===== src/rtl/datapath.sv =====
// Single-cycle 16-bit datapath: 8x16 register file, ALU, registered result/flags/output port.
// Optional multiplier on alu_sel=1010 is enabled by defining DATAPATH_MUL_EN.
module datapath (
  input  logic        clock,
  input  logic        reset,
  input  logic        rf_write,
  input  logic [2:0]  rs_addr,
  input  logic [2:0]  rt_addr,
  input  logic [2:0]  rd_addr,
  input  logic [15:0] imm_data,
  input  logic        imm_sel,
  input  logic [3:0]  alu_sel,
  input  logic        mem_write,
  output logic [15:0] result,
  output logic        zero_flag,
  output logic        pos_flag,
  output logic [15:0] out_data
);

  localparam logic [3:0] ALU_ADD = 4'b0000;
  localparam logic [3:0] ALU_SUB = 4'b0001;
  localparam logic [3:0] ALU_AND = 4'b0010;
  localparam logic [3:0] ALU_OR  = 4'b0011;
  localparam logic [3:0] ALU_XOR = 4'b0100;
  localparam logic [3:0] ALU_NOT = 4'b0101;
  localparam logic [3:0] ALU_SHL = 4'b0110;
  localparam logic [3:0] ALU_SHR = 4'b0111;
  localparam logic [3:0] ALU_INC = 4'b1000;
  localparam logic [3:0] ALU_DEC = 4'b1001;
  localparam logic [3:0] ALU_MUL = 4'b1010;
  localparam logic [3:0] ALU_MOV = 4'b1011;

  logic [15:0] rf_q [8];
  logic [15:0] op_a;
  logic [15:0] op_b;
  logic [15:0] result_d;
  logic [15:0] result_q;
  logic [15:0] out_data_q;
  logic        zero_q;
  logic        pos_q;

  // Reads are combinational off the array, so a same-edge write is only seen next cycle.
  assign op_a = rf_q[rs_addr];
  assign op_b = imm_sel ? imm_data : rf_q[rt_addr];

  always_comb begin
    // NOTE: default first so every path assigns result_d and no latch is inferred.
    result_d = 16'h0000;
    case (alu_sel)
      ALU_ADD: result_d = op_a + op_b;
      ALU_SUB: result_d = op_a - op_b;
      ALU_AND: result_d = op_a & op_b;
      ALU_OR:  result_d = op_a | op_b;
      ALU_XOR: result_d = op_a ^ op_b;
      ALU_NOT: result_d = ~op_a;
      ALU_SHL: result_d = op_a << 1;
      ALU_SHR: result_d = op_a >> 1;
      ALU_INC: result_d = op_a + 16'd1;
      ALU_DEC: result_d = op_a - 16'd1;
`ifdef DATAPATH_MUL_EN
      ALU_MUL: result_d = op_a * op_b;
`else
      ALU_MUL: result_d = 16'h0000;
`endif
      ALU_MOV: result_d = op_b;
      default: result_d = 16'h0000;
    endcase
  end

  always_ff @(posedge clock or negedge reset) begin
    if (!reset) begin
      // NOTE: the register file is cleared by reset, so it is built from flops, not a RAM macro.
      for (int i = 0; i < 8; i++) rf_q[i] <= 16'h0000;
      result_q   <= 16'h0000;
      out_data_q <= 16'h0000;
      zero_q     <= 1'b0;
      pos_q      <= 1'b0;
    end else begin
      // NOTE: non-blocking so write-back, flags and out_data all see pre-edge values.
      result_q <= result_d;
      if (rf_write) begin
        rf_q[rd_addr] <= result_q;
        zero_q        <= (result_q == 16'h0000);
        pos_q         <= !result_q[15] && (result_q != 16'h0000);
      end
      if (mem_write) out_data_q <= rf_q[rs_addr];
    end
  end

  assign result    = result_q;
  assign zero_flag = zero_q;
  assign pos_flag  = pos_q;
  assign out_data  = out_data_q;

endmodule

===== config.mk =====
export PLATFORM = sky130hd
export DESIGN_NAME = datapath
export DESIGN_NICKNAME = d
export VERILOG_FILES = /design/src/rtl/datapath.sv
export SDC_FILE = /design/constraint.sdc
export NUM_CORES = 1
export LEC_CHECK = 0
export BUFFER_PORTS_ARGS = -buffer_cell sky130_fd_sc_hd__buf_2
export CELL_PAD_IN_SITES_DETAIL_PLACEMENT = 1
export CELL_PAD_IN_SITES_GLOBAL_PLACEMENT = 1
export CORE_MARGIN = 5
export CORE_UTILIZATION = 30
export CTS_CLUSTER_SIZE = 28
export DETAILED_ROUTE_END_ITERATION = 7
export PLACE_DENSITY = 0.64
export SLEW_MARGIN = 20
export SYNTH_ARGS = -nofsm -noshare
export SYNTH_HDL_FRONTEND = slang
export SYNTH_SLANG_ARGS = --single-unit

===== constraint.sdc =====
create_clock -name clock -period 4.8 [get_ports clock]
set_clock_uncertainty 0.2 [all_clocks]
set_input_delay 0.24 -clock clock [delete_from_list [all_inputs] [get_ports clock]]
set_output_delay 0.24 -clock clock [all_outputs]
set_load 0.02 [all_outputs]

==> results.json <==
{
  "run_status": "complete, no violations",
  "drt-initial-drc-count": 330,
  "synth.ff_latch_count": 162,
  "synth_top_area_share_pct": 38.9,
  "cp_data_arrival_time_ps": 4450,
  "dieArea_um2": 38600,
  "min_path_type": "in -> reg",
  "worst_slew_pin_slew_ps": 1080,
  "routedWlPerCell_um": 23.4,
  "end_kind": "flip-flop",
  "fin_cells": 1425,
  "worst_ir_drop_vdd_mv": 0.276,
  "via_per_inst": 5.44,
  "grt_max_degree": 163,
  "fillCellCount": 3740,
  "post-cts-setup-buffers": 0,
  "antenna_found_initial": 0,
  "numCtsBuffers": 17,
  "clk_pin_slew_worst_paths_ps": 70,
  "slew_violations": 0,
  "p_total_mw": 6.90,
  "grt_remaining_overflow": 0,
  "p_leak_nw": 5.48,
  "grt_use_total_pct": 17.6,
  "ios": 68,
  "synth_edf_count": 0,
  "grt_pass1_vias": 8512,
  "ys_seq_area_share_pct": 38.9,
  "dr.pass1.iters": 5,
  "cts_tree": "yes",
  "gp_congestion": 0.869,
  "syn_area_um2": 10400,
  "die_w_um": 196,
  "max-clock-path-buffers": 2,
  "h-tree-depth": 4,
  "avgSynthCellArea_um2": 12.1,
  "ys.flop_type": "dfrtp_1",
  "numClockSinks": 162,
  "place_hpwl_um": 23100,
  "totalWireLength_um": 33400,
  "ff_latch_area_um2": 4050,
  "fin_nets": 1042,
  "worst_ep_required_time_ps": 4900,
  "maxCapViolCount": 0,
  "syn-num-nets": 950,
  "worstSetupStartpointType": "flip-flop",
  "yosys.cell_types.count": 67,
  "route.detailed.drc": 0,
  "multi_input_area_um2": 6010,
  "syn_inst": 865,
  "path_class": "reg -> reg",
  "setup_viol": 0,
  "yosys.area.top_type": "dfrtp_1",
  "layout_common_cells": "162 x dfrtp_1, 131 x mux2_2, 66 x buf_2",
  "rsz0062_at_grt": "false",
  "core_area_um2": 34500,
  "rows": 68,
  "start_util_pct": 30.3,
  "vias": 7753,
  "final_common_cell": "dfrtp_1",
  "place_inst": 1391,
  "portBuffers": 67,
  "drive_above_1_share_pct": 40.1,
  "fin_setup_tns_ps": 0,
  "clk_latency_ps": 430,
  "antennaDiodeCount": 0,
  "root_buffer": "clkbuf_16",
  "ant_nets": 0,
  "hold_viol": 0,
  "async_reset_ff_share_pct": 100,
  "synthTopCellsByArea": "dfrtp_1 39%, mux2_2 14%, mux4_2 14%, ha_1 6.0%, nor2_1 2.1%",
  "dieHeight_um": 196,
  "cp_max_fo": 7,
  "slew-limit-headroom_pct": 27.6,
  "ys_warn_count": 0,
  "area_growth_pct": 17.2,
  "timing.final.crit_period_ps": 4350,
  "fmax_mhz": 230,
  "grt_pass1_wl_um": 52600,
  "powerDensity_nw_per_um2": 564,
  "finalCritPeriodShare_pct": 90.6
}
## worst max-delay path, stage by stage (launching register included)
cell	delay, ps
dfrtp_1	420
mux4_2	470
a22oi_1	260
and2_1	190
ha_1	160
nand2_1	200
a32oi_1	300
ha_1	280
nor2b_1	150
o21ai_0	210
a21boi_0	180
o21ai_1	200
a21oi_1	100
o21ai_1	190
a21oi_1	180
o311ai_0	380
o211ai_1	150
## flip-flops by register name (all words and copies together) (netlist names)
name       count
out_data      16
pos_flag       1
result        16
rf_q         128
zero_flag      1
## metal layers
metal | wire (um) | GRT usage, % | up-vias
met4 | 430 | 4.32 | 0
met1 | 15000 | 23.8 | 4111
met2 | 16700 | 29.7 | 151
met5 | 0 | 0 | -
li1 | - | - | 3459
met3 | 1230 | 2.82 | 32
## report_power, final
part	switching (mW)	total (mW)	internal [mW]
clock	0.586	1.47	0.880
combinational	1.45	2.91	1.46
sequential	0.583	2.52	1.94
total	2.62	6.90	4.28
## repair_timing
item / 4_1_cts / 5_1_grt
setup endpoints to repair: 0 / 3
resized for setup: 0 / 2
endpoints found under the hold margin: 164 / 0
hold buffers: 2 / 0
## cells in the mapped netlist (all sizes together), types with 4 or more instances
cell type	instances
mux4	64
xnor2	13
a221o	5
nor3b	4
a22oi	9
nand2b	7
nor4	6
and2	12
nor3	14
o21a	4
a211oi	13
nand3	4
clkbuf	29
o21ai	42
o22ai	8
ha	50
a21o	4
mux2	131
buf	22
or2	5
mux2i	18
nand2	33
o211ai	6
dfrtp	162
nor2b	5
inv	38
o221ai	10
nor2	58
a221oi	17
a21oi	33
## cells by family after synthesis
logic type / Yosys count / share of synthesized area, %
AND/OR/NAND/NOR: 164 / 7.97
multiplexers: 213 / 29.7
adder cells (fa/ha/maj): 51 / 6.19
buffers and inverters: 91 / 3.91
flip-flops: 162 / 38.9
XOR/XNOR: 16 / 1.34
AO/OA/AOI/OAI: 168 / 12.0
## stage by stage
stage | area, um^2 | hold slack, ps | worst slack (ps) | util [%]
finish | 12200 | 85.3 | 450 | 35.5
floorplan | 10400 | -256 | 594 | -
CTS | 12200 | 70.7 | 259 | 35.5
global route | 12200 | 134 | 32.0 | 35.5
detailed placement | 11600 | 282 | 129 | 33.6
global placement | 11600 | 276 | 332 | 33.6
## area by class of cell
type / instances / area share (%)
sequential: 162 / 33.2
multi-input combinational: 612 / 49.2
timing repair buffer: 126 / 6.66
inverter: 38 / 1.17
clock inverter: 10 / 1.21
clock buffer: 22 / 3.96
tap: 455 / 4.66
## final timing paths
path / start / endpoint / slack [ps] / cells after the start
hold reg to reg: pos_flag / pos_flag / 310 / 1
hold / removal: alu_sel[2] / result[10] / 90 / 4
min in group asynchronous: reset / rf_q[115] / 320 / 3
setup / recovery: rf_q[48] / result[12] / 450 / 16
setup reg to reg: rf_q[48] / result[12] / 450 / 16
max in group asynchronous: reset / rf_q[41] / 3390 / 3
Note: power is estimated with default switching activity, not from simulation.
